<file path="src/rtl/pow_seq_pkg.sv">
// Shared types and constants for the power/multiple sequence generator.
package pow_seq_pkg;

  typedef enum logic [1:0] {
    IDLE = 2'd0,
    EMIT = 2'd1,
    DONE = 2'd2
  } state_t;

  localparam logic MODE_MUL = 1'b0;
  localparam logic MODE_POW = 1'b1;

endpackage

</file>
<file path="src/rtl/pow_seq_gen_if.sv">
// Control and output stream bundle of pow_seq_gen.
// The master side is the generator; the slave side is the controller/consumer.
interface pow_seq_gen_if #(
  parameter int WIDTH = 6,
  parameter int LEN_W = 4
) ();

  logic             start;
  logic [WIDTH-1:0] base;
  logic             mode;
  logic [LEN_W-1:0] len;
  logic [WIDTH-1:0] x;
  logic             x_valid;
  logic             x_ready;
  logic             x_last;
  logic             busy;
  logic             done;
  logic             ovf;

  modport master (
    input  start, base, mode, len, x_ready,
    output x, x_valid, x_last, busy, done, ovf
  );

  modport slave (
    output start, base, mode, len, x_ready,
    input  x, x_valid, x_last, busy, done, ovf
  );

endinterface

</file>
<file path="src/rtl/pow_seq_step.sv">
// Combinational next-term step: acc+base (multiples) or acc*base (powers),
// truncated to WIDTH bits, with a flag when the true result needs more bits.
module pow_seq_step
  import pow_seq_pkg::*;
#(
  parameter int WIDTH = 6
) (
  input  logic [WIDTH-1:0] acc,
  input  logic [WIDTH-1:0] base,
  input  logic             mode,
  output logic [WIDTH-1:0] next_acc,
  output logic             step_ovf
);

  logic [WIDTH:0]     sum;
  logic [2*WIDTH-1:0] prod;

  assign sum  = {1'b0, acc} + {1'b0, base};
  assign prod = {{WIDTH{1'b0}}, acc} * {{WIDTH{1'b0}}, base};

  // Select the step result and its overflow indication by mode
  always_comb begin
    next_acc = sum[WIDTH-1:0];
    step_ovf = sum[WIDTH];
    if (mode == MODE_POW) begin
      next_acc = prod[WIDTH-1:0];
      step_ovf = |prod[2*WIDTH-1:WIDTH];
    end
  end

endmodule

</file>
<file path="src/rtl/pow_seq_gen.sv">
// Arithmetic sequence stimulus generator: emits len terms of base*k or
// base**k over a valid/ready stream, wrapping modulo 2**WIDTH with a
// sticky overflow flag.
// Optional build macro POW_SEQ_SAT_EN: once overflow is seen, every later
// term of the sequence is presented as all-ones.
module pow_seq_gen
  import pow_seq_pkg::*;
#(
  parameter int WIDTH = 6,
  parameter int LEN_W = 4
) (
  input logic           clk,
  input logic           rst,
  pow_seq_gen_if.master bus
);

  state_t           state_reg;
  logic [WIDTH-1:0] acc_reg;
  logic [WIDTH-1:0] base_reg;
  logic             mode_reg;
  logic [LEN_W-1:0] len_reg;
  logic [LEN_W-1:0] k_reg;
  logic [WIDTH-1:0] x_reg;
  logic             x_valid_reg;
  logic             x_last_reg;
  logic             busy_reg;
  logic             done_reg;
  logic             ovf_reg;

  logic [WIDTH-1:0] next_acc;
  logic             step_ovf;
  logic             ovf_next;
  logic [WIDTH-1:0] x_next;
  logic [LEN_W-1:0] k_inc;

  pow_seq_step #(.WIDTH(WIDTH)) u_step (
    .acc      (acc_reg),
    .base     (base_reg),
    .mode     (mode_reg),
    .next_acc (next_acc),
    .step_ovf (step_ovf)
  );

  assign ovf_next = ovf_reg | step_ovf;
  assign k_inc    = k_reg + {{(LEN_W-1){1'b0}}, 1'b1};

`ifdef POW_SEQ_SAT_EN
  assign x_next = ovf_next ? {WIDTH{1'b1}} : next_acc;
`else
  assign x_next = next_acc;
`endif

  // Sequencer FSM with registered stream and status outputs
  always_ff @(posedge clk) begin
    if (rst) begin
      state_reg   <= IDLE;
      acc_reg     <= '0;
      base_reg    <= '0;
      mode_reg    <= MODE_MUL;
      len_reg     <= '0;
      k_reg       <= '0;
      x_reg       <= '0;
      x_valid_reg <= 1'b0;
      x_last_reg  <= 1'b0;
      busy_reg    <= 1'b0;
      done_reg    <= 1'b0;
      ovf_reg     <= 1'b0;
    end else begin
      done_reg <= 1'b0;
      unique case (state_reg)
        IDLE: begin
          if (bus.start) begin
            base_reg <= bus.base;
            mode_reg <= bus.mode;
            len_reg  <= bus.len;
            acc_reg  <= bus.base;
            k_reg    <= {{(LEN_W-1){1'b0}}, 1'b1};
            ovf_reg  <= 1'b0;
            busy_reg <= 1'b1;
            if (bus.len != '0) begin
              x_reg       <= bus.base;
              x_valid_reg <= 1'b1;
              x_last_reg  <= (bus.len == {{(LEN_W-1){1'b0}}, 1'b1});
              state_reg   <= EMIT;
            end else begin
              state_reg <= DONE;
            end
          end
        end
        EMIT: begin
          if (bus.x_ready) begin
            if (k_reg == len_reg) begin
              x_valid_reg <= 1'b0;
              x_last_reg  <= 1'b0;
              state_reg   <= DONE;
            end else begin
              acc_reg    <= next_acc;
              k_reg      <= k_inc;
              ovf_reg    <= ovf_next;
              x_reg      <= x_next;
              x_last_reg <= (k_inc == len_reg);
            end
          end
        end
        DONE: begin
          busy_reg  <= 1'b0;
          done_reg  <= 1'b1;
          state_reg <= IDLE;
        end
        default: state_reg <= IDLE;
      endcase
    end
  end

  assign bus.x       = x_reg;
  assign bus.x_valid = x_valid_reg;
  assign bus.x_last  = x_last_reg;
  assign bus.busy    = busy_reg;
  assign bus.done    = done_reg;
  assign bus.ovf     = ovf_reg;

endmodule

</file>
<file path="src/flat_wrapper.sv">
// flat-port wrapper written by rule: the top's interface ports become plain ports
module pow_seq_gen_flat import pow_seq_pkg::*;
#(
  parameter int WIDTH = 6,
  parameter int LEN_W = 4
)
  (clk, rst, bus_start, bus_base, bus_mode, bus_len, bus_x_ready, bus_x, bus_x_valid, bus_x_last, bus_busy, bus_done, bus_ovf);
  pow_seq_gen_if #(.WIDTH(WIDTH), .LEN_W(LEN_W)) bus_i ();
  input logic clk;
  input logic rst;
  input wire logic [$bits(bus_i.start)-1:0] bus_start;
  input wire logic [$bits(bus_i.base)-1:0] bus_base;
  input wire logic [$bits(bus_i.mode)-1:0] bus_mode;
  input wire logic [$bits(bus_i.len)-1:0] bus_len;
  input wire logic [$bits(bus_i.x_ready)-1:0] bus_x_ready;
  output wire logic [$bits(bus_i.x)-1:0] bus_x;
  output wire logic [$bits(bus_i.x_valid)-1:0] bus_x_valid;
  output wire logic [$bits(bus_i.x_last)-1:0] bus_x_last;
  output wire logic [$bits(bus_i.busy)-1:0] bus_busy;
  output wire logic [$bits(bus_i.done)-1:0] bus_done;
  output wire logic [$bits(bus_i.ovf)-1:0] bus_ovf;
  assign bus_i.start = bus_start;
  assign bus_i.base = bus_base;
  assign bus_i.mode = bus_mode;
  assign bus_i.len = bus_len;
  assign bus_i.x_ready = bus_x_ready;
  assign bus_x = bus_i.x;
  assign bus_x_valid = bus_i.x_valid;
  assign bus_x_last = bus_i.x_last;
  assign bus_busy = bus_i.busy;
  assign bus_done = bus_i.done;
  assign bus_ovf = bus_i.ovf;
  pow_seq_gen #(.WIDTH(WIDTH), .LEN_W(LEN_W)) u_core (.clk(clk), .rst(rst), .bus(bus_i));
endmodule
</file>
<file path="config.mk">
export PLATFORM = sky130hd
export DESIGN_NAME = pow_seq_gen_flat
export DESIGN_NICKNAME = d
export VERILOG_FILES = /design/src/rtl/pow_seq_pkg.sv /design/src/rtl/pow_seq_gen_if.sv /design/src/rtl/pow_seq_step.sv /design/src/rtl/pow_seq_gen.sv /design/src/flat_wrapper.sv
export SDC_FILE = /design/constraint.sdc
export NUM_CORES = 1
export LEC_CHECK = 0
export CORE_MARGIN = 3
export CORE_UTILIZATION = 40
export CTS_BUF_LIST = sky130_fd_sc_hd__clkbuf_8
export DETAILED_ROUTE_END_ITERATION = 6
export GPL_TIMING_DRIVEN = 0
export PLACE_DENSITY = 0.58
export SLEW_MARGIN = 40
export SYNTH_ARGS = -nofsm -noshare
export SYNTH_HDL_FRONTEND = slang
export SYNTH_SLANG_ARGS = --single-unit
</file>
<file path="constraint.sdc">
create_clock -name clk -period 4 [get_ports clk]
set_input_delay 0.8 -clock clk [delete_from_list [all_inputs] [get_ports clk]]
set_output_delay 0.8 -clock clk [all_outputs]
set_load 0.1 [all_outputs]
</file>
# --- Yosys cells after proc, flatten, opt, wreduce, memory -nomap -nowiden ---
# Cells that the tools add are included.
word_totals:
  regBits: 34
  latchBits: 0
  ramBits: 0
  romBits: 0
  input_bits: 15
  output_inout_bits: 11
  elab_cells: 73
  memories: 0
classes:
  addsub: 2
  mul: 1
  div_mod_pow: 0
  magnitude_cmp: 0
  eq_ne: 10
  n_shift: 0
  muxes: 35
  bitwise_logic: 1
  reduce_logical: 12
op_table:
  columns: ["operator", "n"]
  rows:
  - ["$mux W6", 6]
  - ["$pmux W6 S2", 2]
  - ["$mux W1", 14]
  - ["$mul A6 B6 Y12", 1]
  - ["$mux W4", 3]
  - ["$reduce_and A5 Y1", 2]
  - ["$eq A4 B4 Y1", 2]
  - ["$mux W2", 4]
  - ["$pmux W1 S2", 4]
  - ["$pmux W4 S2", 1]
  - ["$reduce_and A4 Y1", 2]
  - ["$add A6 B6 Y7", 1]
  - ["$ne A2 B2 Y1 const B", 3]
  - ["$reduce_or A6 Y1", 1]
  - ["$add A4 B1 Y4 const B", 1]
  - ["$eq A4 B1 Y1 const B", 1]
  - ["$ne A2 B1 Y1 const B", 2]
  - ["$pmux W2 S2", 1]
  - ["$reduce_and A2 Y1", 2]
  - ["$reduce_bool A2 Y1", 2]
  - ["$reduce_bool A4 Y1", 1]
  - ["$reduce_and A3 Y1", 1]
  - ["$eq A2 B1 Y1 const B", 1]
  - ["$eq A2 B2 Y1 const B", 1]
  - ["other kinds (2)", 2]

# --- Longest topological paths before layout ---
# Gate-level depths: netlist (run 1).
logic_depth:
  ltp_word: 7
  mapped_depth: 14
  ltp_nobuf: 14

# --- By module ---
# From an unflattened synthesis (run 1), not the netlist that was laid out.
unflattened:
  cells_unflattened: 317
  hier_area_um2: 2876.5
modules_own_cells:
  columns: ["module", "n_inst", "cells_per_inst", "area_per_inst_um2", "seq_area_each_um2"]
  rows:
  - ["pow_seq_gen", 1, 163, 1570.3, 680.7]
  - ["pow_seq_step", 1, 154, 1306.3, 0.0]

# --- Worst setup path after synthesis (run 1) ---
# OpenSTA, ideal clock, no wires.
synth_path:
  path_type: "flip-flop to flip-flop"
  startpoint: "reg u_core.base_reg[3]"
  endpoint: "reg u_core.ovf_reg (netlist: u_core.bus.ovf)"
  setup_time_ps: 74
  arrival_ps: 3772
  slack_ps: 153
  stages_incl_launch_ff: 14
  n_path_buf: 0
  period_less_slack_ps: 3847
  cell_sequence: "dfxtp_1 > ha_1 > fa_1 > inv_1 > fa_1 > fa_1 > inv_1 > ha_1 > a21oi_1 > o22ai_1 > mux2_2 > a22o_1 > a22o_1 > a31oi_1"
synth_via:
  elab_chain_cells: 7
synth_rtl:
  columns: ["element", "line", "text"]
  rows:
  - ["start, declared", "pow_seq_gen.sv:19", "logic [WIDTH-1:0] base_reg;"]
  - ["start signal, assigned", "pow_seq_gen.sv:73", "base_reg <= bus.base;"]
  - ["$mul A6 B6 Y12", "pow_seq_step.sv:19", "assign prod = {{WIDTH{1'b0}}, acc} * {{WIDTH{1'b0}}, base};"]
  - ["$reduce_or A6 Y1", "pow_seq_step.sv:27", "step_ovf = |prod[2*WIDTH-1:WIDTH];"]
  - ["$mux W1 (*)", "pow_seq_step.sv:25", "if (mode == MODE_POW) begin"]
  - ["$or A1 B1 Y1 (*)", "pow_seq_gen.sv:44", "assign ovf_next = ovf_reg | step_ovf;"]
  - ["$mux W1 (*)", "pow_seq_gen.sv:92", "if (k_reg == len_reg) begin"]
  - ["$mux W1 (*)", "pow_seq_gen.sv:91", "if (bus.x_ready) begin"]
  - ["$pmux W1 S2 (*)", "pow_seq_gen.sv:70", "unique case (state_reg)"]
  - ["end signal, assigned", "pow_seq_gen.sv:99", "ovf_reg <= ovf_next;"]
  - ["end, declared", "pow_seq_gen.sv:28", "logic ovf_reg;"]
# Every way passes the cells marked *; elsewhere a longest branch is shown, timed or not. The select of a mux whose other input is x is not followed.
# A chain may end at the register's enable or synchronous reset.

# --- Worst setup path in the final report (run 1) ---
layout_path:
  startpoint: "reg u_core.base_reg[0]"
  endpoint: "reg u_core.ovf_reg (netlist: u_core.bus.ovf)"
# Same word-level chain as after synthesis.

==> flow_summary.ini, run 1 <==
[logic_synthesis]
synth-edff-count = 0
synthTopCellsByArea = dfxtp_1 24%, fa_1 13%, ha_1 12%
synth_cells = 323
syn_avg_cell_area_um2 = 8.81
synthArstFlopShare = 0
synth_top_area_cell = dfxtp_1
syn_area_um2 = 2850
synth_nets = 383
synth_top_area_share = 0.239
ys_top_cells_by_count = 35 x nor2_1, 34 x dfxtp_1, 30 x inv_1
synth_most_common_cell = nor2_1
ys_types = 56
ys_ff_latch = 34
yosysWarnings = 0
yosysSeqAreaShare = 0.239
synthFlopType = dfxtp_1

[min_path]
min_from = u_core.bus.busy
worstHoldPathType = flip-flop to flip-flop
hold-path-cell-count = 2
hold_end = u_core.bus.busy

[sta]
hold_viol_final = 0
rsz0062_at_grt = false
fin_skew_ns = 0.0124
fmax_ghz = 0.263
worst_pin_slew_ns = 0.616
period_needed_ns = 3.80
relSlewSlack = 0.589
setup_viol = 0
post-route-period-util = 0.951
drv_slew = 0
timing.hold.ws_ns = 0.467

[clock_tree]
clk_pin_slew_ns = 0.08
cts_buffer_depth = 2
cts_tree = done
ctsHoldBuffers = 0
clock-sinks = 34
cts_root_buf = clkbuf_8
htreeDepth = 2
clk_latency_ns = 0.30
numCtsBuffers = 5

[drt]
vias_per_cell = 5.10
drtAntennaViolNets = 0
wl_um = 6570
drt-pass1-iter-count = 4
drc_errors = 0
via_count = 2306
drt-initial-drc-count = 132
wire_per_inst_um = 14.5

[layout]
area.growth.synth_to_final_pct = 17.5
multi_input_area_um2 = 2050
nets = 415
num_antenna_cells = 0
n_fill_cell = 682
regArea_um2 = 692
drive_gt1_frac = 0.140

[setup_path]
crit_chain = nand2_1 -> fa_1 -> fa_1 -> fa_1 -> inv_1 -> ha_1 -> nor2b_4 -> o311ai_1 -> a21oi_1 -> xor2_1 -> a2111oi_1 -> a31oi_1
critPathKind = flip-flop to flip-flop
cp_slowest_cell = fa_1
r2r_end = u_core.bus.ovf
startpoint_type = flip-flop
critPathMaxFanout = 7
r2r_slack_ns = 0.20
crit_path_max_incr_delay_ns = 0.54
cp.depth = 12
rr_worst_depth = 12
cp_top_family = adder cells
worstPathArrival_ns = 3.97
r2r-start = u_core.base_reg[0]
critPathMostFrequentCell = fa_1
cp.required_ns = 4.17
critical_path.endpoint_type = flip-flop
critPathLaunch = u_core.base_reg[0]
path_buf_inv = 1

[die]
die_w_um = 90.4
initial_core_util = 0.417
boundaryPins = 26
core_um2 = 6830
die_height_um = 90.4
die-area_um2 = 8160
num_rows = 30

[grt]
grt_pass1_vias = 2320
grt_usage = 0.173
antenna_found_initial = 0
grt_pass1_wl_um = 11500
grt_max_degree = 13
gr-total-overflow = 0

[placed_design]
dp_hpwl_um = 5190
globalplace.congestion = 0.800
port_buffers = 24

[power]
peakVddDrop_mv = 0.365
p_per_area_nw_per_um2 = 349
leakagePower_nw = 1.46
p_total_mw = 1.17

[outcome]
status = completed

[job]
maxCapViolations = 0
==> routing by layer <==
metal / share of wire / wire length [um] / global-route usage / vias to the layer above
li1: - / - / - / 1177
met1: 0.50 / 3290 / 0.247 / 1083
met2: 0.46 / 2990 / 0.275 / 39
met3: 0.035 / 231 / 0.0292 / 7
met4: 0.0087 / 57 / 0.0344 / 0
met5: 0 / 0 / 0 / -
==> worst min-delay path, stage by stage (launching register included) <==
cell and delay, ns:
dfxtp_1 0.32, inv_1 0.05, a221oi_1 0.06
==> area by class of cell <==
class,instances,area share
clock buffers,5,0.0206
plain buffers,9,0.0112
well taps,96,0.0359
multi-input cells,250,0.613
inverters,30,0.0337
repair buffers,25,0.0576
flip-flops and latches,34,0.207
clock inverters,3,0.0206
==> what timing repair did <==
action / 4_1_cts / 5_1_grt
setup buffers: 0 / 1
pin swaps: 0 / 2
endpoints found under the setup margin: 1 / 1
gates resized for setup: 3 / 14
==> worst max path at each step <==
stage                                end  slack (ns)
final                     u_core.bus.ovf        0.20
after global routing      u_core.bus.ovf       0.006
after CTS                 u_core.bus.ovf        0.02
after detailed placement  u_core.bus.ovf       -0.13
after global placement    u_core.bus.ovf       -0.12
after floorplan           u_core.bus.ovf        0.15
==> cells by family (layout without fill, tap and decap cells) <==
group	Yosys count	count (layout)	share of synthesized area
simple gates	113	113	0.202
compound gates	63	63	0.156
fa+ha+maj	45	45	0.245
buf+inv	39	72	0.0527
flops	34	34	0.239
mux	16	16	0.0567
xor+xnor	13	13	0.0479
==> per-stage QoR <==
step / worst slack, ns / std cells / area [um2] / TNS [ns] / util
floorplan: 0.153 / 323 / 2850 / 0 / -
global placement: -0.116 / 443 / 3210 / -0.116 / 0.469
detailed placement: -0.129 / 443 / 3150 / -0.129 / 0.461
CTS: 0.0246 / 451 / 3300 / 0 / 0.483
global route: 0.00639 / 452 / 3340 / 0 / 0.489
finish: 0.196 / 452 / 3340 / 0 / 0.489
==> cell usage in the layout, fill, tap and decap left out, types with 3 or more instances in the layout <==
cell type         n
dfxtp_1          25
mux2i_1          15
nor2_1           35
and2_1           16
nor3_1            9
a21oi_1          17
clkbuf_1          5
clkdlybuf4s50_1  13
a211oi_1          6
nand2b_1          5
dfxtp_2           9
ha_1             24
o21ai_0           8
nor2b_1           4
fa_1             18
o211ai_1          3
nand2_1          26
nand3_1           4
buf_2            14
xor2_1            5
o21a_1            3
xnor2_1           5
clkbuf_8          5
xor2_2            3
inv_1            30
==> report_power, final <==
part | internal [mW] | leakage (nW) | switching [mW]
Sequential | 0.372 | 0.283 | 0.0401
Clock | 0.250 | 0.0683 | 0.139
Combinational | 0.125 | 1.11 | 0.242
No activity file was read; power rests on OpenSTA's default activity.
==> run 2, diff against run 1 <==
Settings changed: GPL_ROUTABILITY_DRIVEN set to 1.
==> results of run 2 <==
Same layout as run 1: the final DEF is identical, and so are final timing and power.
